[config.mk]
export PLATFORM = sky130hd
export DESIGN_NAME = bcd_alarm_clock_core
export DESIGN_NICKNAME = d
export VERILOG_FILES = /design/src/rtl/bcd_alarm_clock_core.sv
export SDC_FILE = /design/constraint.sdc
export NUM_CORES = 1
export LEC_CHECK = 0
export ABC_AREA = 1
export CORE_ASPECT_RATIO = 1.1
export CORE_MARGIN = 8
export CORE_UTILIZATION = 58
export CTS_CLUSTER_DIAMETER = 100
export CTS_CLUSTER_SIZE = 40
export DETAILED_ROUTE_END_ITERATION = 8
export PLACE_DENSITY_LB_ADDON = 0.25
export RECOVER_POWER = 50
export SYNTH_ARGS = -nofsm -noshare
export SYNTH_HDL_FRONTEND = slang
export SYNTH_SLANG_ARGS = --single-unit
[constraint.sdc]
create_clock -name clk_clk -period 9 [get_ports clk_clk]
set_clock_uncertainty 0.2 [all_clocks]
set_input_delay 2.7 -clock clk_clk [delete_from_list [all_inputs] [get_ports clk_clk]]
set_output_delay 2.7 -clock clk_clk [all_outputs]
set_load 0.005 [all_outputs]
[src/rtl/bcd_alarm_clock_core.sv]
// Time-of-day clock with alarm: debounced keys, BCD HH:MM:SS counting, set modes,
// 12/24 h display, field blinking and a self-silencing 1 Hz buzzer.
module bcd_alarm_clock_core #(
    parameter int unsigned TICK_DIV     = 50000000,
    parameter int unsigned DEBOUNCE_CYC = 500000,
    parameter int unsigned BUZZ_W       = 10,
    parameter int unsigned ALARM_SECS   = 60
) (
    input  logic              clk_clk,
    input  logic              reset_reset,
    input  logic [3:0]        button_i,
    input  logic [1:0]        switch_i,
    output logic [23:0]       digits_o,
    output logic [5:0]        blank_o,
    output logic [BUZZ_W-1:0] buzzer_o,
    output logic              alarm_active_o
);

    localparam int unsigned PW = $clog2(TICK_DIV);
    localparam int unsigned DW = $clog2(DEBOUNCE_CYC + 1);
    localparam int unsigned AW = $clog2(ALARM_SECS + 1);
    localparam logic [PW-1:0] PRESC_MAX = PW'(TICK_DIV - 1);
    localparam logic [PW-1:0] PRESC_HALF = PW'(TICK_DIV / 2);
    localparam logic [DW-1:0] DB_LAST = DW'(DEBOUNCE_CYC - 1);

    typedef enum logic [1:0] {StRun, StSetTime, StSetAlarm} state_e;

    function automatic logic [7:0] bcd_inc(input logic [7:0] v, input logic [7:0] max);
        if (v == max) return 8'h00;
        else if (v[3:0] == 4'd9) return {v[7:4] + 4'd1, 4'd0};
        else return {v[7:4], v[3:0] + 4'd1};
    endfunction

    logic [3:0]    r_sync1, r_sync2, r_db;
    logic [DW-1:0] r_db_cnt [4];
    logic [3:0]    w_accept, w_press;

    always_comb begin
        for (int i = 0; i < 4; i++) begin
            w_accept[i] = (r_sync2[i] != r_db[i]) && (r_db_cnt[i] == DB_LAST);
            w_press[i]  = w_accept[i] & r_db[i];
        end
    end

    // Buttons are active-low, so "released" is the reset level everywhere on this path.
    always_ff @(posedge clk_clk or posedge reset_reset) begin
        if (reset_reset) begin
            r_sync1 <= 4'hF;
            r_sync2 <= 4'hF;
            r_db    <= 4'hF;
            for (int i = 0; i < 4; i++) r_db_cnt[i] <= '0;
        end else begin
            r_sync1 <= button_i;
            r_sync2 <= r_sync1;
            for (int i = 0; i < 4; i++) begin
                if (r_sync2[i] == r_db[i]) begin
                    r_db_cnt[i] <= '0;
                end else if (w_accept[i]) begin
                    r_db_cnt[i] <= '0;
                    r_db[i]     <= r_sync2[i];
                end else begin
                    r_db_cnt[i] <= r_db_cnt[i] + DW'(1);
                end
            end
        end
    end

    logic w_ev_mode, w_ev_sel, w_ev_inc, w_ev_ack;
    assign w_ev_mode = w_press[0];
    assign w_ev_sel  = w_press[1] & ~w_press[0];
    assign w_ev_inc  = w_press[2] & ~w_press[1] & ~w_press[0];
    assign w_ev_ack  = w_press[3];

    logic [PW-1:0] r_presc, w_presc_d;
    logic          w_tick;
    assign w_tick    = (r_presc == PRESC_MAX);
    assign w_presc_d = w_tick ? '0 : r_presc + PW'(1);

    state_e     r_state, w_state_d;
    logic       r_field_min, w_field_min_d;
    logic [7:0] r_sec, r_min, r_hr, r_al_min, r_al_hr;
    logic [7:0] w_sec_d, w_min_d, w_hr_d, w_al_min_d, w_al_hr_d;

    always_comb begin
        w_state_d     = r_state;
        w_field_min_d = r_field_min;
        if (w_ev_mode) begin
            w_field_min_d = 1'b0;
            case (r_state)
                StRun:     w_state_d = StSetTime;
                StSetTime: w_state_d = StSetAlarm;
                default:   w_state_d = StRun;
            endcase
        end else if (w_ev_sel && r_state != StRun) begin
            w_field_min_d = ~r_field_min;
        end
    end

    // Entering SET_TIME wins over a coincident tick: seconds clear and counting stops.
    always_comb begin
        w_sec_d    = r_sec;
        w_min_d    = r_min;
        w_hr_d     = r_hr;
        w_al_min_d = r_al_min;
        w_al_hr_d  = r_al_hr;
        if (r_state == StRun && w_ev_mode) begin
            w_sec_d = 8'h00;
        end else if (w_tick && r_state != StSetTime) begin
            w_sec_d = bcd_inc(r_sec, 8'h59);
            if (r_sec == 8'h59) begin
                w_min_d = bcd_inc(r_min, 8'h59);
                if (r_min == 8'h59) w_hr_d = bcd_inc(r_hr, 8'h23);
            end
        end else if (r_state == StSetTime && w_ev_inc) begin
            if (r_field_min) w_min_d = bcd_inc(r_min, 8'h59);
            else w_hr_d = bcd_inc(r_hr, 8'h23);
        end
        if (r_state == StSetAlarm && w_ev_inc) begin
            if (r_field_min) w_al_min_d = bcd_inc(r_al_min, 8'h59);
            else w_al_hr_d = bcd_inc(r_al_hr, 8'h23);
        end
    end

    logic          r_active, w_active_d, w_trig, w_clear;
    logic [AW-1:0] r_rem, w_rem_d;

    assign w_trig  = (r_state == StRun) && switch_i[1] && w_tick &&
                     ({w_hr_d, w_min_d, w_sec_d} == {r_al_hr, r_al_min, 8'h00});
    assign w_clear = w_ev_ack || !switch_i[1] || (r_state != StRun) || w_ev_mode;

    always_comb begin
        w_active_d = r_active;
        w_rem_d    = r_rem;
        if (w_clear) begin
            w_active_d = 1'b0;
        end else if (w_trig) begin
            w_active_d = 1'b1;
            w_rem_d    = AW'(ALARM_SECS);
        end else if (r_active && w_tick) begin
            w_rem_d = r_rem - AW'(1);
            if (r_rem == AW'(1)) w_active_d = 1'b0;
        end
    end

    logic [7:0] w_disp_hr, w_disp_min, w_disp_sec, w_hr_out;
    logic [4:0] w_h24, w_h12;
    logic [5:0] w_blank;

    always_comb begin
        w_disp_hr  = (r_state == StSetAlarm) ? r_al_hr : r_hr;
        w_disp_min = (r_state == StSetAlarm) ? r_al_min : r_min;
        w_disp_sec = (r_state == StSetAlarm) ? 8'h00 : r_sec;
        w_h24      = 5'(w_disp_hr[7:4]) * 5'd10 + 5'(w_disp_hr[3:0]);
        if (w_h24 == 5'd0) w_h12 = 5'd12;
        else if (w_h24 > 5'd12) w_h12 = w_h24 - 5'd12;
        else w_h12 = w_h24;
        if (!switch_i[0]) w_hr_out = w_disp_hr;
        else if (w_h12 >= 5'd10) w_hr_out = {4'd1, 4'(w_h12 - 5'd10)};
        else w_hr_out = {4'd0, w_h12[3:0]};
        w_blank = 6'b000000;
        if (r_state != StRun && r_presc >= PRESC_HALF) begin
            w_blank = r_field_min ? 6'b001100 : 6'b110000;
        end
    end

    logic [23:0]       r_digits;
    logic [5:0]        r_blank;
    logic [BUZZ_W-1:0] r_buzz;

    always_ff @(posedge clk_clk or posedge reset_reset) begin
        if (reset_reset) begin
            r_presc     <= '0;
            r_state     <= StRun;
            r_field_min <= 1'b0;
            r_sec       <= 8'h00;
            r_min       <= 8'h00;
            r_hr        <= 8'h00;
            r_al_min    <= 8'h00;
            r_al_hr     <= 8'h00;
            r_active    <= 1'b0;
            r_rem       <= '0;
            r_digits    <= '0;
            r_blank     <= '0;
            r_buzz      <= '0;
        end else begin
            r_presc     <= w_presc_d;
            r_state     <= w_state_d;
            r_field_min <= w_field_min_d;
            r_sec       <= w_sec_d;
            r_min       <= w_min_d;
            r_hr        <= w_hr_d;
            r_al_min    <= w_al_min_d;
            r_al_hr     <= w_al_hr_d;
            r_active    <= w_active_d;
            r_rem       <= w_rem_d;
            r_digits    <= {w_hr_out, w_disp_min, w_disp_sec};
            r_blank     <= w_blank;
            // Buzzer follows the next alarm state so it silences together with alarm_active_o.
            r_buzz      <= {BUZZ_W{w_active_d && (w_presc_d < PRESC_HALF)}};
        end
    end

    assign digits_o       = r_digits;
    assign blank_o        = r_blank;
    assign buzzer_o       = r_buzz;
    assign alarm_active_o = r_active;

endmodule

### Yosys cells after proc, flatten, opt, wreduce, memory -nomap -nowiden

Index checks and enable logic that the tools add are counted.

* register bits: 195
* latch bits: 0
* RAM bits: 0
* ROM bits: 0
* input bits: 8
* memories kept: 0

* add/subtract/negate cells: 19
* $mul: 1
* div/mod/pow operators: 0
* magnitude comparators: 4
* equality and inequality tests: 28
* shift-type cells: 0
* muxes and demuxes: 50
* bitwise logic cells: 15
* reductions and logical operators: 35

Operator list (number)
* 8-bit 2-to-1 mux: 27
* 19-bit 2-to-1 mux: 8
* 19-bit by 1-bit adder with 19-bit output, second input constant: 4
* 19-bit == test, second input constant: 4
* 4-bit by 1-bit adder with 4-bit output, second input constant: 10
* 26-bit by 1-bit adder with 26-bit output, second input constant: 1
* 26-bit == test, second input constant: 1
* 26-bit by 25-bit greater-or-equal comparator with 1-bit output, second input constant: 1
* 26-bit by 25-bit less-than comparator with 1-bit output, second input constant: 1
* 26-bit 2-to-1 mux: 1
* 24-bit == test: 1
* 8-bit by 7-bit == test with 1-bit output, second input constant: 3
* 6-bit 2-to-1 mux: 4
* 4-bit == test, second input constant: 5
* 8-bit by 6-bit == test with 1-bit output, second input constant: 2
* 1-bit logical AND: 15
* 5-bit 2-to-1 mux: 3
* 2-bit AND reduction: 7
* 2-bit nonzero test: 5
* 1-bit NOT: 8
* 1-bit AND: 7
* 6-bit by 1-bit == test with 1-bit output, second input constant: 1
* 1-bit 2-to-1 mux: 6
* 3-bit AND reduction: 2
* other kinds (17): 25

### Depth between registers and ports, before layout

Gate-level depths: netlist of the first run.

* word-level depth: 15
* gate-level depth with buffers: 27
* gate-level depth less buffers: 26

### Worst setup path before layout of the first run

Ideal clock, no wire load.

* kind: reg2reg
* start point: reg r_state[1]
* end point: reg r_digits[17], in the netlist digits_o[17]
* setup time: 0.076 ns
* arrival: 3.874 ns
* required time: 8.724 ns
* path slack: 4.849 ns
* cell stages (with the launch flop): 25
* buffers on the path: 2
* clock period less this slack: 4.151 ns
* cell sequence: dfrtp_1 > nand2_1 > clkbuf_1 > clkbuf_1 > nand2_1 > o21ai_0 > inv_1 > ha_1 > ha_1 > or2_2 > nand2_1 > inv_1 > ha_1 > o21ai_1 > o21bai_1 > inv_1 > nand2_1 > nand2_1 > nor2_1 > ha_1 > inv_1 > a21boi_1 > nand2_1 > xor2_1 > o21ai_1

* longest elaborated chain between the ends: 10
* elaborated cells between the ends (all ways): 13

Ends and longest elaborated chain
* start, declared: RTL line 79 `state_e r_state, w_state_d;`
* start signal, assigned: RTL line 173 `r_state <= StRun;`
* start signal, assigned: RTL line 187 `r_state <= w_state_d;`
* 2-bit == test (*): RTL line 150 `w_disp_hr = (r_state == StSetAlarm) ? r_al_hr : r_hr;`
* 8-bit 2-to-1 mux (*): RTL line 150
* 4-bit by 3-bit multiplier with 4-bit output: RTL line 153 `w_h24 = 5'(w_disp_hr[7:4]) * 5'd10 + 5'(w_disp_hr[3:0]);`
* 5-bit by 4-bit adder with 5-bit output: RTL line 153
* 5-bit by 4-bit subtractor with 5-bit output / 5-bit by 4-bit greater-than comparator with 1-bit output (equally long branches): RTL line 155 `else if (w_h24 > 5'd12) w_h12 = w_h24 - 5'd12;`
* 5-bit 2-to-1 mux: RTL line 155
* 5-bit 2-to-1 mux: RTL line 154 `if (w_h24 == 5'd0) w_h12 = 5'd12;`
* 4-bit subtractor / 5-bit by 4-bit greater-or-equal comparator with 1-bit output (equally long branches): RTL line 158 `else if (w_h12 >= 5'd10) w_hr_out = {4'd1, 4'(w_h12 - 5'd10)};`
* 5-bit 2-to-1 mux: RTL line 158
* 8-bit 2-to-1 mux (*): RTL line 157 `if (!switch_i[0]) w_hr_out = w_disp_hr;`
* named net w_hr_out[1]: RTL line 145 `logic [7:0] w_disp_hr, w_disp_min, w_disp_sec, w_hr_out;`
* end signal, assigned: RTL line 196 `r_digits <= {w_hr_out, w_disp_min, w_disp_sec};`
* end, declared: RTL line 166 `logic [23:0] r_digits;`

The timed path passes the listed nets; every way through them passes the cells marked *.
A chain may end at the register's enable or synchronous reset.

### Worst setup path in the final report of the first run

Ends and elaborated chain as after synthesis.

==> results.md, run 1 <==
* Multi-input gate area at 5614 sq um
* Detailed Route WL at 26.02 mm
* DRC at 0
* Total grt overflow at 0
* Yosys warns at 0
* CTS Sinks at approximately 190
* Most frequent cell after synthesis: nand2_1
* Max frequency at between 0.15 and 0.2 GHz
* Largest net degree at the start of global routing at about 140
* Root Driver: clkbuf_16
* Leakage at 6.054 nW
* Psw at approximately 370 uW
* XOR/XNOR Fraction of Synth Area at between 2 and 3%
* Tmin final at about 5000 ps
* Post-synthesis compound-gate area fraction at 8.023%
* Final setup viols at 0
* DR pass1 iterations at 6
* Sequential area share after synthesis at between 40% and 50%
* Number of global-route vias before repair at ~9600
* CTS tree: built
* Later-pin clock latency in the skew report at 440 ps
* Post-Syn Area at ~12000 sq um
* Die height at 163.8 um
* Share of layout cells above drive strength 1 at under 10%
* Bufs on Longest Clock Path at 2
* Status: finished clean
* Power Density at approximately 130 nW/um^2
* Clk pin slew, worst setup/hold paths at 70 ps
* Max cap viols at 0
* Type of element capturing the critical path: flop
* Top_reg_cell synth: dfrtp_1
* Slew HR at approximately 8%
* Fin. Hold Viols at 0
* Post-Syn Instances at approximately 1600
* Avg Inst Size Synth at between 7 and 8 sq um
* CP max FO at 35
* # fillers at around 1700
* Routed length per instance at around 14 um
* Area leader, netlist: dfrtp_1
* Initial antenna violation count at 0
* Cell Rows at 54
* GRT Util Overall at 21.85%
* Setup TNS at 0 ps
* Yosys top cell area share at around 39%
* Placeable Area at 19660 sq um
* Synth top cells by count: nand2_1, inv_1, nor2_1
* P_int at 1.295 mW
* Arr. time, crit path at 5210 ps
* Vias per inst at between 5 and 6
* Seq cells post-synth at about 190
* Proportion of synthesized area in mux cells at 0%
* Register area at roughly 4800 sq um
* Top-Level Pins at 49
* Dpl hpwl at between 15 and 20 mm
* Initial core utilization at about three fifths
* N_diodes at 0
* CTS-repair resized insts at 0
* Final worst slack at 3951 ps
* Switching share of power at between 20% and 30%
* H-tree levels at 4
* TritonCTS Buffers at 17
* Post-route ant nets at 0
* Via count at around 10000
* Main combinational cell family by area after synthesis: simple AND/OR/NAND/NOR gates
* RSZ-0062 raised after global routing: false
* Crit path required time at 9170 ps
* Clock share of power at 45.3%
* Chip Width at between 150 and 200 um
* Worst setup SP type: flop
* Slew Limit Fails at 0
* Port buffer count at 46
* Post-synthesis simple-gate area fraction at roughly a third
* Flop pwr share at a little over half
* Fin crit share at 56.10%
* Ys async rst share at 100.0%
* Unique cell type count in the Yosys netlist at 47
* Number of hold buffers added after CTS at 0
* EDFF count, synth at 0
* Area grow syn2layout at 9.978%
* Actual slew at the worst max-slew pin at about 1400 ps
* Die Footprint at between 20000 and 25000 sq um
* Peak VDD IR at about 0.13 mV
* Setup slack at placement at between 4000 and 5000 ps
* First-pass GRT wire length at 44.48 mm
* Post-CTS setup buffers at 0
* Worst hold path type: flop to flop
* Largest cells by area after synthesis: dfrtp_1, nand2_1, inv_1
* Post-synthesis adder-cell area fraction at about 4.0%
* Gpl congestion at 0.8739
* Initial DRC count at around 780
* Crit Path Class: flop to flop
* Gate power share at 2.5%
* Fin nets at about 1700
layer usage:
layer	wire [um]	track usage [%]
met5	0	0
met3	1262	3.775
met4	551	7.276
met1	11890	28.47
met2	12330	36.17
cell usage in the layout (no fill, tap or decap), drive strengths merged, types with 5 or more instances in the layout:
cell type / synthesis / final
a21oi: 53 / 53
a31oi: 5 / 5
clkbuf: 7 / 21
clkdlybuf4s50: 0 / 40
clkinv: 2 / 6
dfrtp: 179 / 179
dfstp: 12 / 12
dlygate4sd3: 0 / 6
ha: 35 / 35
inv: 236 / 239
nand2: 393 / 393
nand3: 121 / 121
nand4: 49 / 49
nor2: 237 / 237
nor3: 55 / 55
nor3b: 13 / 13
nor4: 12 / 12
o211ai: 10 / 10
o21ai: 74 / 74
or2: 7 / 7
xnor2: 6 / 6
xor2: 31 / 31
registers in the layout (all words and copies together), names as in the netlist:
name	flops
buzzer_o	1
r_al_hr	8
r_field_min	1
blank_o	2
r_sec	8
r_presc	26
r_db_cnt	76
r_rem	6
digits_o	24
r_sync2	4
r_sync1	4
r_min	8
r_al_min	8
r_state	2
alarm_active_o	1
r_db	4
r_hr	8
area by class of cell:
class / count / share of cell area (%)
Multi-Input combinational cell: 1133 / 44.29
Inverter: 238 / 7.108
Sequential cell: 191 / 37.83
Clock buffer: 20 / 3.524
Timing Repair Buffer: 48 / 3.722
Clock inverter: 11 / 1.037
Tap cell: 252 / 2.488
power groups by stage:
| stage | sequential [mW] | clock, mW | combinational (mW) |
|---|---|---|---|
| 2_1_floorplan | 0.886 | 0 | 0.0298 |
| 3_3_place_gp | 0.887 | 0 | 0.0431 |
| 3_5_place_dp | 0.887 | 0 | 0.0440 |
| 4_1_cts | 0.870 | 0.768 | 0.0441 |
| 5_1_grt | 0.870 | 0.804 | 0.0486 |
| 6_report | 0.870 | 0.755 | 0.0414 |
stage by stage:
| stage | total power, mW | cell area (sq um) | hold slack (ps) | instances | utilization, % |
|---|---|---|---|---|---|
| 2_1_floorplan | 0.9158 | 11530 | 145.2 | 1592 | - |
| 3_3_place_gp | 0.9298 | 12140 | 150.4 | 1862 | 61.76 |
| 3_5_place_dp | 0.9308 | 12140 | 147.2 | 1862 | 61.76 |
| 4_1_cts | 1.683 | 12720 | 159.9 | 1893 | 64.70 |
| 5_1_grt | 1.723 | 12670 | 162.2 | 1893 | 64.46 |
| 6_report | 1.666 | 12670 | 158.7 | 1893 | 64.46 |
critical path, cell delays in order, from the launching register on:
cell      delay, ps
dfrtp_1         410
nand2_1          80
clkbuf_1       1000
o21ai_0         390
ha_1            390
ha_1            320
or2_2           300
nand2_1         110
inv_1            70
ha_1            210
o21ai_1         160
o21bai_1        170
inv_1            80
nand2_1          60
nand2_1          60
nor2_1          130
ha_1            190
inv_1            60
a21boi_1        200
nand2_1         120
xor2_1          160
o21ai_1         110
kinds of logic (layout without fill, tap and decap cells):
group / count (synthesis) / in the layout
other cells: 1 / 2
compound gates: 166 / 166
flops: 191 / 191
simple gates: 892 / 892
fa+ha+maj: 36 / 36
xor+xnor: 37 / 37
buf+inv: 268 / 317
worst paths after layout:
kind / start / slack, ps / cells past startpoint / to
max: r_state[1]$_DFFE_PP0P_ / 3950 / 21 / digits_o[17]$_DFF_PP0_
min: r_sync1[2]$_DFF_PP1_ / 160 / 0 / r_sync2[2]$_DFF_PP1_
max reg2reg: r_state[1]$_DFFE_PP0P_ / 3950 / 21 / digits_o[17]$_DFF_PP0_
min reg2reg: r_sync1[2]$_DFF_PP1_ / 160 / 0 / r_sync2[2]$_DFF_PP1_
max in group asynchronous: reset_reset / 4520 / 3 / r_hr[1]$_DFF_PP0_
min in group asynchronous: reset_reset / 2740 / 2 / r_presc[14]$_DFF_PP0_
Power figures use the tool's default switching activity.
==> inputs of run 2 (changes only) <==
clock period = 4.8 ns   (was 9 ns; I/O delays follow)
==> run 2 against run 1 <==
Against the previous run: the run now ends with capacitance limit, slew limit left; final cell count up 0.21%; non-clock buffer count rose by 3; flip-flop and latch count stayed put; combinational power up 86%; largest power group unchanged.
==> results.md, run 2 (same netlist as run 1, synthesis figures left out) <==
* First-pass GRT wire length at 45.75 mm (was 44.48 mm)
* Final setup viols at 0 (unchanged)
* Vias per inst at 5.480 (was 5.431)
* Share of layout cells above drive strength 1 at 4.559% (was 4.144%)
* Violated checks: capacitance limit, slew limit
* Fin nets at 1676 (was 1673)
* Flop2flop setup slack at 560 ps (was 3950 ps)
* Routed length per instance at 13.90 um (was 13.75 um)
* Worst flop-to-flop path endpoint: digits_o[17]$_DFF_PP0_ (unchanged)
* Max frequency at 0.2358 GHz (was 0.1981 GHz)
* Type of element capturing the critical path: flop (unchanged)
* Biggest cell delay along the critical path at 420 ps (was 1000 ps)
* Placed Cells at 1865 (was 1862)
* CTS-repair resized insts at 0 (unchanged)
* Root Driver: clkbuf_16 (unchanged)
* # fillers at 1727 (was 1697)
* Gpl congestion at 0.9289 (was 0.8739)
* Final worst slack at 558.5 ps (was 3951 ps)
* N_diodes at 0 (unchanged)
* CTS Sinks at 191 (unchanged)
* Max FFs per register at 76 (unchanged)
* Cell Rows at 54 (unchanged)
* Peak VDD IR at 0.2392 mV (was 0.1322 mV)
* Die Footprint at 24640 sq um (unchanged)
* Chip Width at 150.4 um (unchanged)
* Worst hold path type: flop to flop (unchanged)
* Slowest library cell on the worst path: o21ai_0 (was clkbuf_1)
* CP delay by family, top: compound AO/OA/AOI/OAI gates (was buffers and inverters)
* Crit path top cell by count: nand2_1 (unchanged)
* Crit path required time at 4980 ps (was 9170 ps)
* Crit path launch: r_state[0]$_DFFE_PP0P_ (was r_state[1]$_DFFE_PP0P_)
* TritonCTS Buffers at 17 (unchanged)
* Placeable Area at 19660 sq um (unchanged)
* RSZ-0062 raised after global routing: false (unchanged)
* Power Density at 248.8 nW/um^2 (was 131.5 nW/um^2)
* Setup slack at placement at 585.9 ps (was 4050 ps)
* DRC at 0 (unchanged)
* Fin crit share at 88.36% (was 56.10%)
* Area grow syn2layout at 10.35% (was 9.978%)
* Placed cell areas at 12190 sq um (was 12140 sq um)
* Total grt overflow at 0 (unchanged)
* Final cell count without fillers at 1897 (was 1893)
* Largest net degree at the start of global routing at 92 (was 136)
* Most flops, register: r_db_cnt (unchanged)
* Initial DRC count at 724 (was 775)
* Most common cell after layout, fill and taps aside: nand2_1 (unchanged)
* Crit path cell chain: inv_1 > nand2_1 > o21ai_0 > ha_1 > ha_1 > or2_2 > nand2_1 > inv_1 > ha_1 > o21ai_1 > o21bai_1 > inv_1 > nand2_1 > nand2_1 > nor2_1 > ha_1 > inv_1 > a21boi_1 > nand2_1 > xor2_1 > o21ai_1 (was nand2_1 > clkbuf_1 > o21ai_0 > ha_1 > ha_1 > or2_2 > nand2_1 > inv_1 > ha_1 > o21ai_1 > o21bai_1 > inv_1 > nand2_1 > nand2_1 > nor2_1 > ha_1 > inv_1 > a21boi_1 > nand2_1 > xor2_1 > o21ai_1)
* Total power at 3.164 mW (was 1.666 mW)
* Cell count along the critical path at 21 (unchanged)
* Detailed Route WL at 26.36 mm (was 26.02 mm)
* Port buffer count at 46 (unchanged)
* Actual slew at the worst max-slew pin at 1780 ps (was 1380 ps)
* CP bufs+invs at 4 (unchanged)
* DR pass1 iterations at 7 (was 6)
* Crit Path Class: flop to flop (unchanged)
* Dpl hpwl at 19.34 mm (was 18.98 mm)
* H-tree levels at 4 (unchanged)
* Status: finished, violations left (was finished clean)
* Slew HR at -18.67% (was 7.984%)
* Number of hold buffers added after CTS at 0 (unchanged)
* Worst setup SP type: flop (unchanged)
* Arr. time, crit path at 4420 ps (was 5210 ps)
* Later-pin clock latency in the skew report at 440 ps (about the same)
* Reg2Reg Depth at 21 (unchanged)
* Reg-to-reg critical path startpoint: r_state[0]$_DFFE_PP0P_ (was r_state[1]$_DFFE_PP0P_)
* Leakage at 6.069 nW (was 6.054 nW)
* CTS tree: built (unchanged)
* Initial core utilization at 58.62% (unchanged)
* Tmin final at 4242 ps (was 5049 ps)
* Top-Level Pins at 49 (unchanged)
* Commonest non-fill, non-tap cells in the layout: nand2_1, inv_1, nor2_1, dfrtp_1, nand3_1 (unchanged)
* Bufs on Longest Clock Path at 2 (unchanged)
* Clk pin slew, worst setup/hold paths at 70 ps (about the same)
* Max cap viols at 1 (was 0)
* Final Cell Area at 12720 sq um (was 12670 sq um)
* Crit path capture: digits_o[17]$_DFF_PP0_ (unchanged)
* Via count at 10400 (was 10280)
* CP max FO at 13 (was 35)
* Post-route ant nets at 0 (unchanged)
* Die height at 163.8 um (unchanged)
* Slew Limit Fails at 80 (was 0)
* Fin. Hold Viols at 0 (unchanged)
* Post-CTS setup buffers at 0 (unchanged)
* Setup TNS at 0 ps (unchanged)
* Number of global-route vias before repair at 9971 (was 9634)
* Initial antenna violation count at 0 (unchanged)
* GRT Util Overall at 22.52% (was 21.85%)
## run 2: routing by layer
metal | track usage [%] | wire (um)
met1 | 28.82 | 11640
met2 | 37.27 | 12670
met3 | 3.885 | 1389
met4 | 8.913 | 657
met5 | 0 | 0
## run 2: cell type report
cell class                      count  area [sq um]  share of cell area [%]
Clock buffer                       20         456.7                   3.591
Clock inverter                     12         150.1                   1.181
Tap cell                          252         315.3                   2.479
Inverter                          238         894.6                   7.035
Sequential cell                   191          4795                   37.70
Multi-Input combinational cell   1133          5614                   44.15
Timing Repair Buffer               51         491.7                   3.867
## run 2: worst min-delay path by stage
stage / to / cells after the start / startpoint
after floorplan: r_sync2[0]$_DFF_PP1_ / 0 / r_sync1[0]$_DFF_PP1_
after global placement: r_sync2[2]$_DFF_PP1_ / 0 / r_sync1[2]$_DFF_PP1_
after detailed placement: r_sync2[1]$_DFF_PP1_ / 0 / r_sync1[1]$_DFF_PP1_
after CTS: r_sync2[2]$_DFF_PP1_ / 0 / r_sync1[2]$_DFF_PP1_
after global routing: r_sync2[2]$_DFF_PP1_ / 0 / r_sync1[2]$_DFF_PP1_
final: r_sync2[2]$_DFF_PP1_ / 0 / r_sync1[2]$_DFF_PP1_
## run 2: power by group
part	switching [mW]	internal (mW)
clock network	0.647	0.809
registers	0.00794	1.62
logic	0.0581	0.0189
total	0.713	2.45
## run 2: worst reg2reg max path: stages, from the launching register on
cell	delay, ps
dfrtp_1	380
inv_1	90
nand2_1	230
o21ai_0	420
ha_1	310
ha_1	320
or2_2	300
nand2_1	100
inv_1	70
ha_1	210
o21ai_1	180
o21bai_1	170
inv_1	80
nand2_1	60
nand2_1	60
nor2_1	130
ha_1	200
inv_1	60
a21boi_1	230
nand2_1	120
xor2_1	150
o21ai_1	110
## run 2: metrics by stage
stage | hold slack, ps | utilization [%]
detailed placement | 148.7 | 61.98
floorplan | 145.2 | -
global route | 162.7 | 64.68
finish | 157.0 | 64.68
CTS | 159.2 | 65.07
global placement | 148.3 | 61.98
==> inputs of run 3 (changes only) <==
GPL_ROUTABILITY_DRIVEN = 0   (was default)
GPL_TIMING_DRIVEN = 0   (was default)
==> run 3 against run 2 <==
Against the previous run: die area did not move; critical path type unchanged; highest routed layer unchanged; sequential share of layout area shrank 0.48 points; flip-flop and latch count stayed put; count of clock-buffer cells in the layout decreased by 1; hold slack better by 7.0 ps; final area up 1.3%; the flow still finishes with violations (capacitance limit, slew limit); core utilization up 0.83 points; power fell by 1.6%.
==> results.md, run 3 (same netlist as run 1, synthesis figures left out) <==
* Tmin final at 4372 ps (was 4242 ps)
* Initial antenna violation count at 0 (unchanged)
* Crit path required time at 4960 ps (was 4980 ps)
* Peak VDD IR at 0.2354 mV (was 0.2392 mV)
* CTS Sinks at 191 (unchanged)
* Fin crit share at 91.08% (was 88.36%)
* Via count at 10380 (was 10400)
* Final cell count without fillers at 1925 (was 1897)
* TritonCTS Buffers at 17 (unchanged)
* Leakage at 6.182 nW (was 6.069 nW)
* Routed length per instance at 13.72 um (was 13.90 um)
* Reg-to-reg critical path startpoint: r_state[0]$_DFFE_PP0P_ (unchanged)
* Power Density at 241.8 nW/um^2 (was 248.8 nW/um^2)
* Placed cell areas at 12380 sq um (was 12190 sq um)
* Cell Rows at 54 (unchanged)
* Largest net degree at the start of global routing at 42 (was 92)
* Later-pin clock latency in the skew report at 440 ps (about the same)
* CP max FO at 10 (was 13)
* DRC at 0 (unchanged)
* H-tree levels at 4 (unchanged)
* Fin nets at 1704 (was 1676)
* Most flops, register: r_db_cnt (unchanged)
* CTS tree: built (unchanged)
* Initial DRC count at 877 (was 724)
* RSZ-0062 raised after global routing: false (unchanged)
* Total grt overflow at 0 (unchanged)
* Root Driver: clkbuf_16 (unchanged)
* DR pass1 iterations at 7 (unchanged)
* Die Footprint at 24640 sq um (unchanged)
* Setup slack at placement at -108.8 ps (was 585.9 ps)
* Hold EP: r_sync2[2]$_DFF_PP1_ (unchanged)
* Hold Startpoint: r_sync1[2]$_DFF_PP1_ (unchanged)
* Crit Path Class: flop to flop (unchanged)
* Status: finished, violations left (unchanged)
* Slew HR at -0.03185% (was -18.67%)
* Dpl hpwl at 19.95 mm (was 19.34 mm)
* Placeable Area at 19660 sq um (unchanged)
* Area grow syn2layout at 11.76% (was 10.35%)
* Finished Core Util at 65.51% (was 64.68%)
* Commonest non-fill, non-tap cells in the layout: nand2_1, inv_1, nor2_1, dfrtp_1, nand3_1 (unchanged)
* Flop2flop setup slack at 430 ps (was 560 ps)
* Final setup viols at 0 (unchanged)
* Reg2Reg Depth at 24 (was 21)
* Final hold slack at 164.0 ps (was 157.0 ps)
* Max cap viols at 1 (unchanged)
* Port buffer count at 45 (was 46)
* Worst hold path type: flop to flop (unchanged)
* Final worst slack at 428.1 ps (was 558.5 ps)
* Hold path cells at 0 (unchanged)
* Vias per inst at 5.391 (was 5.480)
* Share of layout cells above drive strength 1 at 5.918% (was 4.559%)
* Setup TNS at 0 ps (unchanged)
* Worst flop-to-flop path endpoint: digits_o[17]$_DFF_PP0_ (unchanged)
* Post-route ant nets at 0 (unchanged)
* Number of global-route vias before repair at 9839 (was 9971)
* GRT Util Overall at 22.18% (was 22.52%)
* Top-Level Pins at 49 (unchanged)
* Total power at 3.114 mW (was 3.164 mW)
* Type of element capturing the critical path: flop (unchanged)
* Die height at 163.8 um (unchanged)
* Max FFs per register at 76 (unchanged)
* Initial core utilization at 58.62% (unchanged)
* # fillers at 1702 (was 1727)
* Max frequency at 0.2287 GHz (was 0.2358 GHz)
* Bufs on Longest Clock Path at 2 (unchanged)
* Post-CTS setup buffers at 0 (unchanged)
* Worst setup SP type: flop (unchanged)
* Detailed Route WL at 26.41 mm (was 26.36 mm)
* Fin. Hold Viols at 0 (unchanged)
* Placed Cells at 1893 (was 1865)
* Clk pin slew, worst setup/hold paths at 70 ps (about the same)
* N_diodes at 0 (unchanged)
* Arr. time, crit path at 4530 ps (was 4420 ps)
* Most common cell after layout, fill and taps aside: nand2_1 (unchanged)
* Chip Width at 150.4 um (unchanged)
* Violated checks: capacitance limit, slew limit (unchanged)
* Slew Limit Fails at 1 (was 80)
* Actual slew at the worst max-slew pin at 1492 ps (was 1780 ps)
* Final Cell Area at 12880 sq um (was 12720 sq um)
* First-pass GRT wire length at 45.26 mm (was 45.75 mm)
[run 3: cell types whose count changed in the layout (fill, tap and decap cells not counted), moves of 3 or more]
cell	change
inv_6	+4
buf_4	+11
clkbuf_1	+7
nand2_1	-3
buf_2	+4
[run 3: how the worst max path moves through the flow]
stage / from / end / cells after the start
after floorplan: r_state[1]$_DFFE_PP0P_ / digits_o[17]$_DFF_PP0_ / 24
after global placement: reset_reset / digits_o[9]$_DFF_PP0_ / 2
after detailed placement: r_state[1]$_DFFE_PP0P_ / digits_o[17]$_DFF_PP0_ / 24
after CTS: r_state[1]$_DFFE_PP0P_ / digits_o[17]$_DFF_PP0_ / 24
after global routing: r_state[0]$_DFFE_PP0P_ / digits_o[17]$_DFF_PP0_ / 24
final: r_state[0]$_DFFE_PP0P_ / digits_o[17]$_DFF_PP0_ / 24
[run 3: cell type report]
class | count | area (sq um) | area share [%]
clock inverters | 13 | 126.4 | 0.9811
repair buffers | 49 | 500.5 | 3.886
well taps | 252 | 315.3 | 2.448
inverters | 238 | 894.6 | 6.946
plain buffers | 30 | 182.7 | 1.418
flip-flops and latches | 191 | 4795 | 37.23
multi-input cells | 1133 | 5623 | 43.66
clock buffers | 19 | 442.9 | 3.439
[run 3: metal layers]
| metal | vias to the layer above | routed length [um] | global-route usage (%) |
|---|---|---|---|
| met5 | - | 0 | 0 |
| met4 | 0 | 497 | 7.003 |
| met3 | 38 | 1337 | 3.692 |
| met2 | 246 | 12700 | 36.98 |
| met1 | 4843 | 11880 | 28.92 |
| li1 | 5250 | - | - |
[run 3: critical path, stage by stage (launching register included)]
cell	delay, ps
dfrtp_1	380
inv_1	130
nand2_4	110
clkbuf_4	200
clkbuf_4	210
o21ai_1	220
inv_1	70
ha_1	310
ha_1	320
or2_2	300
nand2_1	100
inv_1	70
ha_1	210
o21ai_1	160
o21bai_1	170
inv_1	80
nand2_1	60
nand2_1	60
nor2_1	130
ha_1	190
inv_1	70
a21boi_2	170
nand2_1	100
xor2_1	150
o21ai_1	130
[run 3: what timing repair did]
action                                  4_1_cts  5_1_grt
gates resized for setup                       1       10
endpoints found under the setup margin        2        4
hold buffers                                  0        0
gates cloned                                  0        0
pin swaps                                     0        0
[run 3: report_power, final]
part	leakage, nW	internal (mW)	total, mW	switching, mW
logic	3.33	0.0232	0.0825	0.0593
registers	2.58	1.62	1.63	0.00792
clock network	0.273	0.741	1.40	0.659
total	6.18	2.39	3.11	0.726
